## src/rtl/morph3x3_stream_if.sv

```systemverilog
// Pixel stream bundle for morph3x3_stream: input and output valid/ready
// channels, the per-frame mode select and the end-of-frame pulse.
interface morph3x3_stream_if #(
    parameter int DATA_W = 8
);
    logic              mode;
    logic [DATA_W-1:0] in_data;
    logic              in_valid;
    logic              in_ready;
    logic [DATA_W-1:0] out_data;
    logic              out_valid;
    logic              out_ready;
    logic              frame_done;

    modport master (
        output mode,
        output in_data,
        output in_valid,
        input  in_ready,
        input  out_data,
        input  out_valid,
        output out_ready,
        input  frame_done
    );

    modport slave (
        input  mode,
        input  in_data,
        input  in_valid,
        output in_ready,
        output out_data,
        output out_valid,
        input  out_ready,
        output frame_done
    );
endinterface

```

## src/rtl/morph3x3_stream.sv

```systemverilog
// Streaming 3x3 binary erosion/dilation over raster-order pixels, thresholded
// to one bit, with self-flushing of the final line and a single output slot.
module morph3x3_stream #(
    parameter int DATA_W = 8,
    parameter int IMG_W  = 640,
    parameter int IMG_H  = 480,
    parameter int THRESH = 127
) (
    input  logic             clk,
    input  logic             rst,
    morph3x3_stream_if.slave bus
);
    localparam int CW  = $clog2(IMG_W);
    localparam int IRW = $clog2(IMG_H + 2);
    localparam int ORW = $clog2(IMG_H);

    localparam logic [1:0] ST_RUN   = 2'd0;
    localparam logic [1:0] ST_FLUSH = 2'd1;
    localparam logic [1:0] ST_DONE  = 2'd2;

    localparam logic [CW-1:0]     COL_LAST     = CW'(IMG_W - 1);
    localparam logic [IRW-1:0]    IN_ROW_LAST  = IRW'(IMG_H - 1);
    localparam logic [IRW-1:0]    IN_ROW_ONE   = IRW'(1);
    localparam logic [ORW-1:0]    OUT_ROW_LAST = ORW'(IMG_H - 1);
    localparam logic [DATA_W-1:0] THRESH_V     = DATA_W'(THRESH);

    function automatic logic thresh_bit(input logic [DATA_W-1:0] d);
        return d > THRESH_V;
    endfunction

    // Masked taps take the neutral value: 1 for AND (erosion), 0 for OR (dilation).
    function automatic logic morph_eval(input logic [8:0] win,
                                        input logic [8:0] msk,
                                        input logic       dil);
        if (dil)
            return |(win & ~msk);
        return &(win | msk);
    endfunction

    logic [1:0]       state;
    logic [CW-1:0]    in_col;
    logic [IRW-1:0]   in_row;
    logic [CW-1:0]    out_col;
    logic [ORW-1:0]   out_row;
    logic             mode_q;
    logic             last_emitted;

    logic [IMG_W-1:0] lb0;
    logic [IMG_W-1:0] lb1;
    logic [2:0]       win_l;
    logic [2:0]       win_c;

    logic             slot_free;
    logic             in_ready_c;
    logic             step_p0;
    logic             emit_p0;
    logic             bit_p0;
    logic             last_in_p0;
    logic [2:0]       col_n_p0;
    logic [8:0]       win_p0;
    logic [8:0]       msk_p0;
    logic             res_p0;
    logic             top_m;
    logic             bot_m;
    logic             lft_m;
    logic             rgt_m;

    logic             vld_p1;
    logic [DATA_W-1:0] data_p1;

    // Stage p0: step decode, threshold, window assembly and border masking
    assign slot_free  = !vld_p1 || bus.out_ready;
    assign in_ready_c = !rst && (state == ST_RUN) && slot_free;

    always_comb begin
        step_p0 = 1'b0;
        case (state)
            ST_RUN:   step_p0 = bus.in_valid && in_ready_c;
            ST_FLUSH: step_p0 = slot_free && !last_emitted;
            default:  step_p0 = 1'b0;
        endcase
    end

    assign bit_p0     = (state == ST_RUN) && thresh_bit(bus.in_data);
    assign last_in_p0 = (in_row == IN_ROW_LAST) && (in_col == COL_LAST);

    // The first IMG_W+1 steps of a frame only fill the window.
    assign emit_p0 = step_p0 &&
                     ((state == ST_FLUSH) ||
                      (in_row > IN_ROW_ONE) ||
                      ((in_row == IN_ROW_ONE) && (in_col != '0)));

    assign col_n_p0 = {bit_p0, lb0[in_col], lb1[in_col]};

    assign win_p0 = {col_n_p0[2], win_c[2], win_l[2],
                     col_n_p0[1], win_c[1], win_l[1],
                     col_n_p0[0], win_c[0], win_l[0]};

    assign top_m = (out_row == '0);
    assign bot_m = (out_row == OUT_ROW_LAST);
    assign lft_m = (out_col == '0);
    assign rgt_m = (out_col == COL_LAST);

    assign msk_p0 = {bot_m | rgt_m, bot_m, bot_m | lft_m,
                     rgt_m,         1'b0,  lft_m,
                     top_m | rgt_m, top_m, top_m | lft_m};

    assign res_p0 = morph_eval(win_p0, msk_p0, mode_q);

    // Line buffers and window columns hold pixel bits only and are never cleared;
    // anything stale is outside the image and gets masked.
    always_ff @(posedge clk) begin
        if (step_p0) begin
            lb1[in_col] <= lb0[in_col];
            lb0[in_col] <= bit_p0;
            win_l       <= win_c;
            win_c       <= col_n_p0;
        end
    end

    always_ff @(posedge clk) begin
        if (rst) begin
            state        <= ST_RUN;
            in_col       <= '0;
            in_row       <= '0;
            out_col      <= '0;
            out_row      <= '0;
            mode_q       <= 1'b0;
            last_emitted <= 1'b0;
            vld_p1       <= 1'b0;
            data_p1      <= '0;
        end else begin
            if (step_p0) begin
                if (in_col == COL_LAST) begin
                    in_col <= '0;
                    in_row <= in_row + 1'b1;
                end else begin
                    in_col <= in_col + 1'b1;
                end
            end

            if (step_p0 && (state == ST_RUN) && (in_col == '0) && (in_row == '0))
                mode_q <= bus.mode;

            if (emit_p0) begin
                if (out_col == COL_LAST) begin
                    out_col <= '0;
                    out_row <= (out_row == OUT_ROW_LAST) ? '0 : out_row + 1'b1;
                end else begin
                    out_col <= out_col + 1'b1;
                end
                if ((out_col == COL_LAST) && (out_row == OUT_ROW_LAST))
                    last_emitted <= 1'b1;
            end

            // Stage p1: single output slot, reloads on the same edge it drains
            if (emit_p0) begin
                vld_p1  <= 1'b1;
                data_p1 <= {DATA_W{res_p0}};
            end else if (bus.out_ready) begin
                vld_p1  <= 1'b0;
            end

            case (state)
                ST_RUN: begin
                    if (step_p0 && last_in_p0)
                        state <= ST_FLUSH;
                end
                ST_FLUSH: begin
                    if (last_emitted && vld_p1 && bus.out_ready)
                        state <= ST_DONE;
                end
                ST_DONE: begin
                    state        <= ST_RUN;
                    in_col       <= '0;
                    in_row       <= '0;
                    out_col      <= '0;
                    out_row      <= '0;
                    last_emitted <= 1'b0;
                end
                default: state <= ST_RUN;
            endcase
        end
    end

    assign bus.in_ready   = in_ready_c;
    assign bus.out_valid  = vld_p1;
    assign bus.out_data   = data_p1;
    assign bus.frame_done = (state == ST_DONE);

endmodule

```

## src/flat_wrapper.sv

```systemverilog
// flat-port wrapper written by rule: the top's interface ports become plain ports
module morph3x3_stream_flat 
#(
    parameter int DATA_W = 8,
    parameter int IMG_W  = 640,
    parameter int IMG_H  = 480,
    parameter int THRESH = 127
)
  (clk, rst, bus_mode, bus_in_data, bus_in_valid, bus_in_ready, bus_out_data, bus_out_valid, bus_out_ready, bus_frame_done);
  morph3x3_stream_if #(.DATA_W(DATA_W)) bus_i ();
  input  logic clk;
  input  logic rst;
  input wire logic [$bits(bus_i.mode)-1:0] bus_mode;
  input wire logic [$bits(bus_i.in_data)-1:0] bus_in_data;
  input wire logic [$bits(bus_i.in_valid)-1:0] bus_in_valid;
  output wire logic [$bits(bus_i.in_ready)-1:0] bus_in_ready;
  output wire logic [$bits(bus_i.out_data)-1:0] bus_out_data;
  output wire logic [$bits(bus_i.out_valid)-1:0] bus_out_valid;
  input wire logic [$bits(bus_i.out_ready)-1:0] bus_out_ready;
  output wire logic [$bits(bus_i.frame_done)-1:0] bus_frame_done;
  assign bus_i.mode = bus_mode;
  assign bus_i.in_data = bus_in_data;
  assign bus_i.in_valid = bus_in_valid;
  assign bus_in_ready = bus_i.in_ready;
  assign bus_out_data = bus_i.out_data;
  assign bus_out_valid = bus_i.out_valid;
  assign bus_i.out_ready = bus_out_ready;
  assign bus_frame_done = bus_i.frame_done;
  morph3x3_stream #(.DATA_W(DATA_W), .IMG_W(IMG_W), .IMG_H(IMG_H), .THRESH(THRESH)) u_core (.clk(clk), .rst(rst), .bus(bus_i));
endmodule
```

## config.mk

```make
export PLATFORM = sky130hd
export DESIGN_NAME = morph3x3_stream_flat
export DESIGN_NICKNAME = d
export VERILOG_FILES = /design/src/rtl/morph3x3_stream_if.sv /design/src/rtl/morph3x3_stream.sv /design/src/flat_wrapper.sv
export SDC_FILE = /design/constraint.sdc
export NUM_CORES = 1
export LEC_CHECK = 0
export CAP_MARGIN = 10
export CORE_MARGIN = 4
export CORE_UTILIZATION = 30
export CTS_CLUSTER_DIAMETER = 80
export DETAILED_ROUTE_END_ITERATION = 10
export PLACE_DENSITY = 0.46
export SETUP_SLACK_MARGIN = 0.02
export SLEW_MARGIN = 25
export SYNTH_ARGS = -nofsm -noshare
export SYNTH_HDL_FRONTEND = slang
export SYNTH_SLANG_ARGS = --single-unit
```

## constraint.sdc

```tcl
create_clock -name clk -period 25.1 [get_ports clk]
set_input_delay 5.02 -clock clk [delete_from_list [all_inputs] [get_ports clk]]
set_output_delay 5.02 -clock clk [all_outputs]
set_load 0.005 [all_outputs]
```

== Word level (Yosys, flattened, before mapping) ==
Cells that the tools add are included.
W data, S select, Z words.

* Flip-flop bits (word level): 1330
* Output and inout bits: 11
* Input port bits: 13

* Reduce and logical (&&, ||, !) cells: 36
* Equal/unequal tests: 9
* Add/sub/neg operators: 4
* $lt $le $gt $ge: 4
* Bitwise gates (word level): 7
* Mux-type cells: 20

{| class="wikitable"
|+ Operator list
! kind !! count
|-
| $bwmux W640 || 2
|-
| $add A10 B1 Y10 const B || 2
|-
| $bmux W1 S10 || 2
|-
| $eq A10 B10 Y1 const B || 2
|-
| $logic_not A10 Y1 || 2
|-
| $mux W10 || 2
|-
| $add A9 B1 Y9 const B || 2
|-
| $eq A9 B9 Y1 const B || 2
|-
| $logic_not A9 Y1 || 2
|-
| $logic_and A1 B1 Y1 || 16
|-
| $lt A10 B11 Y1 const B || 1
|-
| $demux W1 S10 || 1
|-
| $ge A10 B1 Y1 const B || 1
|-
| $reduce_bool A10 Y1 || 1
|-
| $and A9 B9 Y9 || 1
|-
| $eq A9 B1 Y1 const B || 1
|-
| $gt A9 B1 Y1 const B || 1
|-
| $mux W9 || 1
|-
| $not A9 Y9 || 1
|-
| $or A9 B9 Y9 || 1
|-
| $reduce_and A9 Y1 || 1
|-
| $reduce_or A9 Y1 || 1
|-
| $gt A8 B7 Y1 const B || 1
|-
| $mux W1 || 8
|-
| 13 further kinds || 25
|}

== Depth between registers and ports, before layout ==
Gate-level depths: netlist of the first run.

* Depth after elaboration: 8
* Gate-level depth with buffers: 16
* Gate-level depth less buffers: 10

== Least setup slack after synthesis of the first run ==
No wires, ideal clock.

* Path kind: input-to-reg
* From: input bus_in_data[7]
* To: register u_core.lb0[0], data pin
* Setup slack: 10.155 ns
* Path buffers: 0
* Arrival time: 13.055 ns
* Data required time: 23.209 ns
* Cell stages on the path: 1
* Path through: and2_1

* Word-level cells in the longest chain between the ends: 3

{| class="wikitable"
|+ Ends and longest elaborated chain
! what !! RTL line !! source
|-
| from (decl) || flat_wrapper.sv:14 || <nowiki>input wire logic [$bits(bus_i.in_data)-1:0] bus_in_data;</nowiki>
|-
| $gt A8 B7 Y1 || morph3x3_stream.sv:28 || <nowiki>return d > THRESH_V;</nowiki>
|-
| $logic_and A1 B1 Y1 || morph3x3_stream.sv:84 || <nowiki>assign bit_p0 = (state == ST_RUN) && thresh_bit(bus.in_data);</nowiki>
|-
| $bwmux W640 || morph3x3_stream.sv:115 || <nowiki>lb0[in_col] <= bit_p0;</nowiki>
|-
| to (signal, indexed assignment) || morph3x3_stream.sv:115 ||
|-
| to (decl) || morph3x3_stream.sv:48 || <nowiki>logic [IMG_W-1:0] lb0;</nowiki>
|}

Every way passes these cells.
A chain may end at the register's enable or synchronous reset.

== Final worst setup path of the first run ==
* From: input rst
* To: output bus_in_ready

* Word-level cells in the longest chain between the ends: 3

{| class="wikitable"
|+ Ends and longest elaborated chain
! what !! RTL line !! source
|-
| from (decl) || flat_wrapper.sv:12 || <nowiki>input logic rst;</nowiki>
|-
| $logic_not A1 Y1 || morph3x3_stream.sv:73 || <nowiki>assign in_ready_c = !rst && (state == ST_RUN) && slot_free;</nowiki>
|-
| $logic_and A1 B1 Y1 (2 in series) || morph3x3_stream.sv:73 ||
|-
| to (decl) || flat_wrapper.sv:16 || <nowiki>output wire logic [$bits(bus_i.in_ready)-1:0] bus_in_ready;</nowiki>
|}

Every way passes these cells.

==> tab_implementation.tex, run 1 <==
\begin{tabular}{lr}
\hline
Metric & Value \\
\hline
\multicolumn{2}{l}{\textbf{Placed design}} \\
Port-buffer cells & 16 \\
Global placer's final weighted congestion & 0.777 \\
Placed wire-length estimate & 99.0 mm \\
\multicolumn{2}{l}{\textbf{Floorplanning}} \\
Placement row count & 156 \\
Boundary Pins & 24 \\
Total core area & 181000 sq um \\
DIE WIDTH & 434 um \\
Die outline area & 188000 sq um \\
Die height & 434 um \\
Initial core utilization & 0.302 \\
\multicolumn{2}{l}{\textbf{Yosys}} \\
Register bit count reported by yosys & 1330 \\
Sequential area share after synthesis & 0.725 \\
Most area-hungry cell type in the Yosys netlist & sky130\_fd\_sc\_hd\_\_edfxtp\_1 \\
Average instance area after synthesis & 15.4 sq um \\
Leading cell types by total area after synthesis & sky130\_fd\_sc\_hd\_\_edfxtp\_1 (71\%), sky130\_fd\_sc\_hd\_\_mux2i\_1 (7.6\%), sky130\_fd\_sc\_hd\_\_nor2\_1 (4.9\%), sky130\_fd\_sc\_hd\_\_mux4\_2 (4.8\%), sky130\_fd\_sc\_hd\_\_o22ai\_1 (2.1\%) \\
Synth Instances & 3530 \\
Mapped Area & 54400 sq um \\
Cell variety after synth & 67 \\
Number of synthesized flops with an enable pin & 1286 \\
Ys flop type & sky130\_fd\_sc\_hd\_\_edfxtp\_1 \\
Share of the synthesized area in the top cell type & 0.709 \\
Total of warnings raised by yosys & 0 \\
Most instantiated library cell after synthesis & sky130\_fd\_sc\_hd\_\_edfxtp\_1 \\
Top cells by instance count after synthesis & sky130\_fd\_sc\_hd\_\_edfxtp\_1 (1286), sky130\_fd\_sc\_hd\_\_nor2\_1 (710), sky130\_fd\_sc\_hd\_\_mux2i\_1 (416) \\
Share of async-settable or async-resettable flops after synthesis & 0 \\
Net count after synthesis & 3554 \\
\multicolumn{2}{l}{\textbf{STA}} \\
TNS Setup & 0 ps \\
Endpoints failing setup & 0 \\
Setup repair after global routing missed its margin & no \\
Count of final hold-check violations & 0 \\
Post-Route Skew & 42.3 ps \\
Maximum achievable frequency & 0.0874 GHz \\
Fin crit share & 0.456 \\
Headroom to the max-slew limit & 0.277 \\
Max Transition Viols Final & 0 \\
Transition time of the tightest slew-check pin & 1080 ps \\
Time the final worst path needs with I/O delays and setup & 11440 ps \\
\multicolumn{2}{l}{\textbf{Detailed routing}} \\
Antenna viol nets, final & 0 \\
Drt first pass iters & 5 \\
Via Count & 31400 \\
Final wirelength & 176 mm \\
Vias per cell & 5.22 \\
Routed len/inst & 29.2 um \\
First-iteration detailed-routing DRC count & 3415 \\
Total DRC errors in the routed layout & 0 \\
\multicolumn{2}{l}{\textbf{Power and ir drop}} \\
Power per cell area & 76.8 nW/um\^{}2 \\
Largest voltage drop on the vdd net & 0.0598 mV \\
Leak & 18.0 nW \\
Total power & 4.78 mW \\
\multicolumn{2}{l}{\textbf{Final layout}} \\
Share of post-route cells with drive strength above 1 & 0.137 \\
Area delta synth->final & 14.2\% \\
Layout Utilization & 0.344 \\
Final layout net count & 3549 \\
Footprint of the multi-input gates & 13800 sq um \\
Sequential standard cell area & 39500 sq um \\
Filler cells & 17300 \\
\multicolumn{2}{l}{\textbf{Clock tree}} \\
Cts bufs inserted & 147 \\
CTS tree & yes \\
Number of gates resized after cts & 0 \\
Buffers inserted by post-CTS timing repair & 0 \\
Clock latency at the later pin of the worst-skew pair & 790 ps \\
Post-CTS clock slew at the launch and capture registers of the worst setup and hold paths & 60 ps \\
Cell at the root of the clock tree & sky130\_fd\_sc\_hd\_\_clkbuf\_16 \\
TritonCTS sink count & 1330 \\
Clock tree buffer depth & 3 \\
H-tree depth & 4 \\
Hold buffers post-CTS & 0 \\
\multicolumn{2}{l}{\textbf{Worst setup path}} \\
Setup crit end kind & output port \\
Critical path buffers and inverters & 2 \\
CP Launch Type & primary input \\
Slowest-stage cell, CP & sky130\_fd\_sc\_hd\_\_clkdlybuf4s50\_1 \\
Arrival time worst endpoint & 6420 ps \\
Required time at the worst-slack endpoint & 20080 ps \\
Classification of the worst setup path & in -> out \\
Crit-path cells & clkdlybuf4s50\_1 -> nor4\_1 -> clkdlybuf4s50\_1 \\
CP peak stage delay & 560 ps \\
Flop-to-flop setup slack & 17680 ps \\
CP top delay family & buffers and inverters \\
Crit path max fanout & 8 \\
Crit path top cell by count & sky130\_fd\_sc\_hd\_\_clkdlybuf4s50\_1 \\
\multicolumn{2}{l}{\textbf{GRT}} \\
Total track usage & 0.184 \\
GRT overflow & 0 \\
Antenna violations before repair & 7 \\
Pin count of the biggest net entering global routing & 246 \\
Vias in the first global route & 31500 \\
Global-route wire length before repair & 245 mm \\
\multicolumn{2}{l}{\textbf{Outcome}} \\
Run status & completed \\
\multicolumn{2}{l}{\textbf{Run}} \\
Max-cap violations & 0 \\
\multicolumn{2}{l}{\textbf{Min path}} \\
Min-delay worst type & reg -> reg \\
\hline
\end{tabular}
## flip-flops by register name, indices dropped and copies added (netlist names)
register	count
u_core.bus.out_data	1
u_core.bus.out_valid	1
u_core.in_col	10
u_core.in_row	9
u_core.last_emitted	1
u_core.lb0	640
u_core.lb1	640
u_core.mode_q	1
u_core.out_col	10
u_core.out_row	9
u_core.state	2
u_core.win_c	3
u_core.win_l	3
## placed cells by master, fill, tap and decap left out, drive strengths merged, types with 19 or more instances in the layout
cell,count
inv,26
nor2,710
edfxtp,1286
clkinv,62
nand3,38
a21oi,23
o21ai,29
buf,116
a22oi,32
nor3,28
clkbuf,188
xor2,19
mux2i,416
dfxtp,44
nand2,95
mux4,116
o22ai,182
nor4,38
## power by group
part	switching, mW	internal (mW)
sequential	0.00450	2.46
clock	0.896	1.24
combinational	0.124	0.0558
## cell type report
type	instances	share of cell area
Inverter	20	0.00121
Tap cell	2370	0.0477
Clock inverter	82	0.0122
Timing Repair Buffer	132	0.0186
Clock buffer	188	0.0635
Sequential cell	1330	0.635
Antenna cell	2	0.0000805
Multi-Input combinational cell	1894	0.221
## path summary, 6_finish.rpt
| kind | cells past startpoint | from | end |
|---|---|---|---|
| worst max-delay path | 3 | rst | bus_in_ready |
| worst min-delay path | 0 | u_core.win_c[0] | u_core.win_l[0] |
| worst max register to register | 14 | u_core.in_col[0] | u_core.lb1[406] |
| worst min register to register | 0 | u_core.win_c[0] | u_core.win_l[0] |
## worst reg2reg max path, cell delays in order (launching register included)
cell,delay (ps)
sky130_fd_sc_hd__dfxtp_4,790
sky130_fd_sc_hd__buf_4,540
sky130_fd_sc_hd__buf_12,570
sky130_fd_sc_hd__or4b_2,980
sky130_fd_sc_hd__buf_4,440
sky130_fd_sc_hd__o22ai_1,320
sky130_fd_sc_hd__nor4_1,90
sky130_fd_sc_hd__nand3_1,400
sky130_fd_sc_hd__nand4_1,390
sky130_fd_sc_hd__nand4b_1,300
sky130_fd_sc_hd__or3_4,520
sky130_fd_sc_hd__buf_12,390
sky130_fd_sc_hd__buf_16,400
sky130_fd_sc_hd__buf_4,690
sky130_fd_sc_hd__buf_16,310
## kinds of logic after synthesis
kind of cell / after synthesis / share of synthesized area
muxes: 536 / 0.125
xor gates and xnor gates: 29 / 0.00466
AOI/OAI and AO/OA: 325 / 0.0393
adders and majority gates: 11 / 0.00253
and+or+nand+nor: 993 / 0.0776
buffers and inverters: 306 / 0.0252
DFF: 1330 / 0.725
## metal layers
layer  wire (um)  track usage  vias up
met3       11400       0.0341      261
met2       83500        0.300     1072
met1       76200        0.254    16600
met5           0            0        -
li1            -            -    13500
met4        4410       0.0491        0
## through the flow
stage          cell area [sq um]  setup WS, ps  instances  hold WS [ps]
2_1_floorplan              54400         10150       3530           450
3_3_place_gp               57400         13640       5743           463
3_5_place_dp               57400         13630       5743           466
4_1_cts                    62100         13630       6013           480
5_1_grt                    62200         13570       6017           494
6_report                   62200         13660       6018           486
(Power assumes the default switching activity.)
==> run 2, diff against run 1 <==
Clock period 25.1 ns to 11.5 ns, I/O delays scaled along.
==> tab_implementation.tex, run 2 (same netlist as run 1, synthesis figures left out) <==
\begin{tabular}{lr}
\hline
Metric & Value \\
\hline
\multicolumn{2}{l}{\textbf{Outcome}} \\
Run status & completed (unchanged) \\
\multicolumn{2}{l}{\textbf{Worst setup path}} \\
Classification of the worst setup path & reg -> reg (was in -> out) \\
Setup crit end kind & register (was output port) \\
CP peak stage delay & 1010 ps (was 560 ps) \\
Launch point of the worst reg-to-reg path & u\_core.in\_col[0] (unchanged) \\
Crit path max fanout & 220 (was 8) \\
Crit path top cell by count & sky130\_fd\_sc\_hd\_\_buf\_4 (was sky130\_fd\_sc\_hd\_\_clkdlybuf4s50\_1) \\
CP top delay family & buffers and inverters (unchanged) \\
Depth of the worst register-to-register path & 11 (was 14) \\
Cell depth of the worst setup path & 11 (was 3) \\
Crit-path cells & buf\_4 -> or4b\_2 -> buf\_4 -> o22ai\_1 -> nor4\_1 -> a31oi\_1 -> nand4\_1 -> nand4b\_1 -> or3\_4 -> buf\_12 -> buf\_4 (was clkdlybuf4s50\_1 -> nor4\_1 -> clkdlybuf4s50\_1) \\
Flop-to-flop setup slack & 4570 ps (was 17680 ps) \\
Critical path buffers and inverters & 4 (was 2) \\
CP Launch Type & register (was primary input) \\
Required time at the worst-slack endpoint & 11960 ps (was 20080 ps) \\
Capture point of the critical path & u\_core.lb1[242] (was bus\_in\_ready) \\
Slowest-stage cell, CP & sky130\_fd\_sc\_hd\_\_or4b\_2 (was sky130\_fd\_sc\_hd\_\_clkdlybuf4s50\_1) \\
Launching instance or port of the critical path & u\_core.in\_col[0] (was rst) \\
Arrival time worst endpoint & 7390 ps (was 6420 ps) \\
Capturing point of the worst reg2reg path & u\_core.lb1[242] (was u\_core.lb1[406]) \\
\multicolumn{2}{l}{\textbf{STA}} \\
Maximum achievable frequency & 0.144 GHz \\
TNS Setup & 0 ps (unchanged) \\
Hold\_ws & 486 ps (about the same) \\
Fin crit share & 0.603 \\
Headroom to the max-slew limit & 0.223 (was 0.277) \\
Endpoints failing setup & 0 (unchanged) \\
Setup repair after global routing missed its margin & no (unchanged) \\
Time the final worst path needs with I/O delays and setup & 6930 ps \\
Count of final hold-check violations & 0 (unchanged) \\
Transition time of the tightest slew-check pin & 1160 ps (was 1080 ps) \\
Max Transition Viols Final & 0 (unchanged) \\
Post-Route Skew & 34.3 ps (was 42.3 ps) \\
\multicolumn{2}{l}{\textbf{Final layout}} \\
Area delta synth->final & 13.9\% (was 14.2\%) \\
Filler cells & 17300 (about the same) \\
Final layout net count & 3548 (was 3549) \\
Highest-count cells in the layout ignoring fill and taps & sky130\_fd\_sc\_hd\_\_edfxtp\_1 (1286), sky130\_fd\_sc\_hd\_\_nor2\_1 (709), sky130\_fd\_sc\_hd\_\_mux2i\_1 (416), sky130\_fd\_sc\_hd\_\_o22ai\_1 (182), sky130\_fd\_sc\_hd\_\_clkbuf\_16 (152) (was sky130\_fd\_sc\_hd\_\_edfxtp\_1 (1286), sky130\_fd\_sc\_hd\_\_nor2\_1 (709), sky130\_fd\_sc\_hd\_\_mux2i\_1 (416), sky130\_fd\_sc\_hd\_\_o22ai\_1 (182), sky130\_fd\_sc\_hd\_\_clkbuf\_16 (151)) \\
Top flop regs & u\_core.lb0 x640, u\_core.lb1 x640 (unchanged) \\
Share of post-route cells with drive strength above 1 & 0.137 (about the same) \\
Most common library cell in the layout ignoring fill and taps & sky130\_fd\_sc\_hd\_\_edfxtp\_1 (unchanged) \\
Layout Utilization & 0.343 (was 0.344) \\
\multicolumn{2}{l}{\textbf{Detailed routing}} \\
Routed len/inst & 29.3 um (was 29.2 um) \\
Antenna viol nets, final & 0 (unchanged) \\
First-iteration detailed-routing DRC count & 3432 (was 3415) \\
Drt first pass iters & 7 (was 5) \\
Total DRC errors in the routed layout & 0 (unchanged) \\
Via Count & 31500 (was 31400) \\
Final wirelength & 176 mm (about the same) \\
Vias per cell & 5.24 (was 5.22) \\
\multicolumn{2}{l}{\textbf{Clock tree}} \\
Number of gates resized after cts & 0 (unchanged) \\
Hold buffers post-CTS & 0 (unchanged) \\
Buffers inserted by post-CTS timing repair & 0 (unchanged) \\
CTS tree & yes (unchanged) \\
Post-CTS clock slew at the launch and capture registers of the worst setup and hold paths & 60 ps (about the same) \\
TritonCTS sink count & 1330 (unchanged) \\
Cts bufs inserted & 147 (unchanged) \\
Cell at the root of the clock tree & sky130\_fd\_sc\_hd\_\_clkbuf\_16 (unchanged) \\
H-tree depth & 4 (unchanged) \\
Clock tree buffer depth & 3 (unchanged) \\
Clock latency at the later pin of the worst-skew pair & 780 ps (was 790 ps) \\
\multicolumn{2}{l}{\textbf{Floorplanning}} \\
Die outline area & 188000 sq um (unchanged) \\
Die height & 434 um (unchanged) \\
Total core area & 181000 sq um (unchanged) \\
Initial core utilization & 0.302 (unchanged) \\
Placement row count & 156 (unchanged) \\
Boundary Pins & 24 (unchanged) \\
DIE WIDTH & 434 um (unchanged) \\
\multicolumn{2}{l}{\textbf{Run}} \\
Max-cap violations & 0 (unchanged) \\
\multicolumn{2}{l}{\textbf{GRT}} \\
Vias in the first global route & 31500 (about the same) \\
Global-route wire length before repair & 246 mm (was 245 mm) \\
Antenna violations before repair & 11 (was 7) \\
Total track usage & 0.185 (was 0.184) \\
Pin count of the biggest net entering global routing & 224 (was 246) \\
GRT overflow & 0 (unchanged) \\
\multicolumn{2}{l}{\textbf{Power and ir drop}} \\
Leak & 17.9 nW (was 18.0 nW) \\
Largest voltage drop on the vdd net & 0.136 mV (was 0.0598 mV) \\
Power per cell area & 165 nW/um\^{}2 (was 76.8 nW/um\^{}2) \\
\multicolumn{2}{l}{\textbf{Placed design}} \\
Port-buffer cells & 16 (unchanged) \\
Global placer's final weighted congestion & 0.766 (was 0.777) \\
Placed wire-length estimate & 97.9 mm (was 99.0 mm) \\
\multicolumn{2}{l}{\textbf{Min path}} \\
Min-delay worst type & reg -> reg (unchanged) \\
Hold path startpoint & u\_core.win\_c[2] (was u\_core.win\_c[0]) \\
\hline
\end{tabular}
[run 2: cell types whose count changed in the layout (fill, tap and decap cells not counted), moves of 3 or more]
cell,delta
sky130_fd_sc_hd__clkinv_2,+9
sky130_fd_sc_hd__clkbuf_1,-8
sky130_fd_sc_hd__bufinv_16,-7
sky130_fd_sc_hd__nand4bb_2,-4
sky130_fd_sc_hd__nand4bb_4,+4
sky130_fd_sc_hd__clkinv_1,-3
sky130_fd_sc_hd__diode_2,+3
[run 2: layer usage]
| layer | up-vias | routed length [um] | GRT usage | share of wire |
|---|---|---|---|---|
| met1 | 16500 | 76800 | 0.260 | 0.44 |
| met5 | - | 0 | 0 | 0 |
| met2 | 1216 | 81900 | 0.293 | 0.46 |
| met3 | 263 | 13200 | 0.0367 | 0.075 |
| li1 | 13500 | - | - | - |
| met4 | 0 | 4580 | 0.0516 | 0.026 |
[run 2: through the flow]
step	area [sq um]	setup WS [ps]	instances	power [mW]
2_1_floorplan	54400	167	3530	5.79
3_3_place_gp	57500	4590	5745	5.87
3_5_place_dp	57500	4640	5745	5.87
4_1_cts	62000	4620	6006	10.4
5_1_grt	62000	4320	6006	10.6
6_report	62000	4570	6011	10.3
[run 2: cell type report]
type	count	area, sq um	area share
Antenna cell	5	12.5	0.000202
Clock buffer	181	3940	0.0636
Clock inverter	80	569	0.00918
Inverter	20	75.1	0.00121
Multi-Input combinational cell	1894	13800	0.223
Sequential cell	1330	39500	0.637
Tap cell	2370	2970	0.0478
Timing Repair Buffer	131	1090	0.0176
[run 2: power by group]
group | switching, mW | internal (mW) | total [mW]
sequential | 0.00904 | 5.37 | 5.38
combinational | 0.270 | 0.117 | 0.387
clock | 1.94 | 2.55 | 4.49
[run 2: worst min path at each step]
| stage | to | cells after the start |
|---|---|---|
| floorplan | u_core.win_l[1] | 0 |
| global placement | u_core.win_l[1] | 0 |
| detailed placement | u_core.win_l[2] | 0 |
| CTS | u_core.win_l[2] | 0 |
| global route | u_core.win_l[2] | 0 |
| finish | u_core.win_l[2] | 0 |
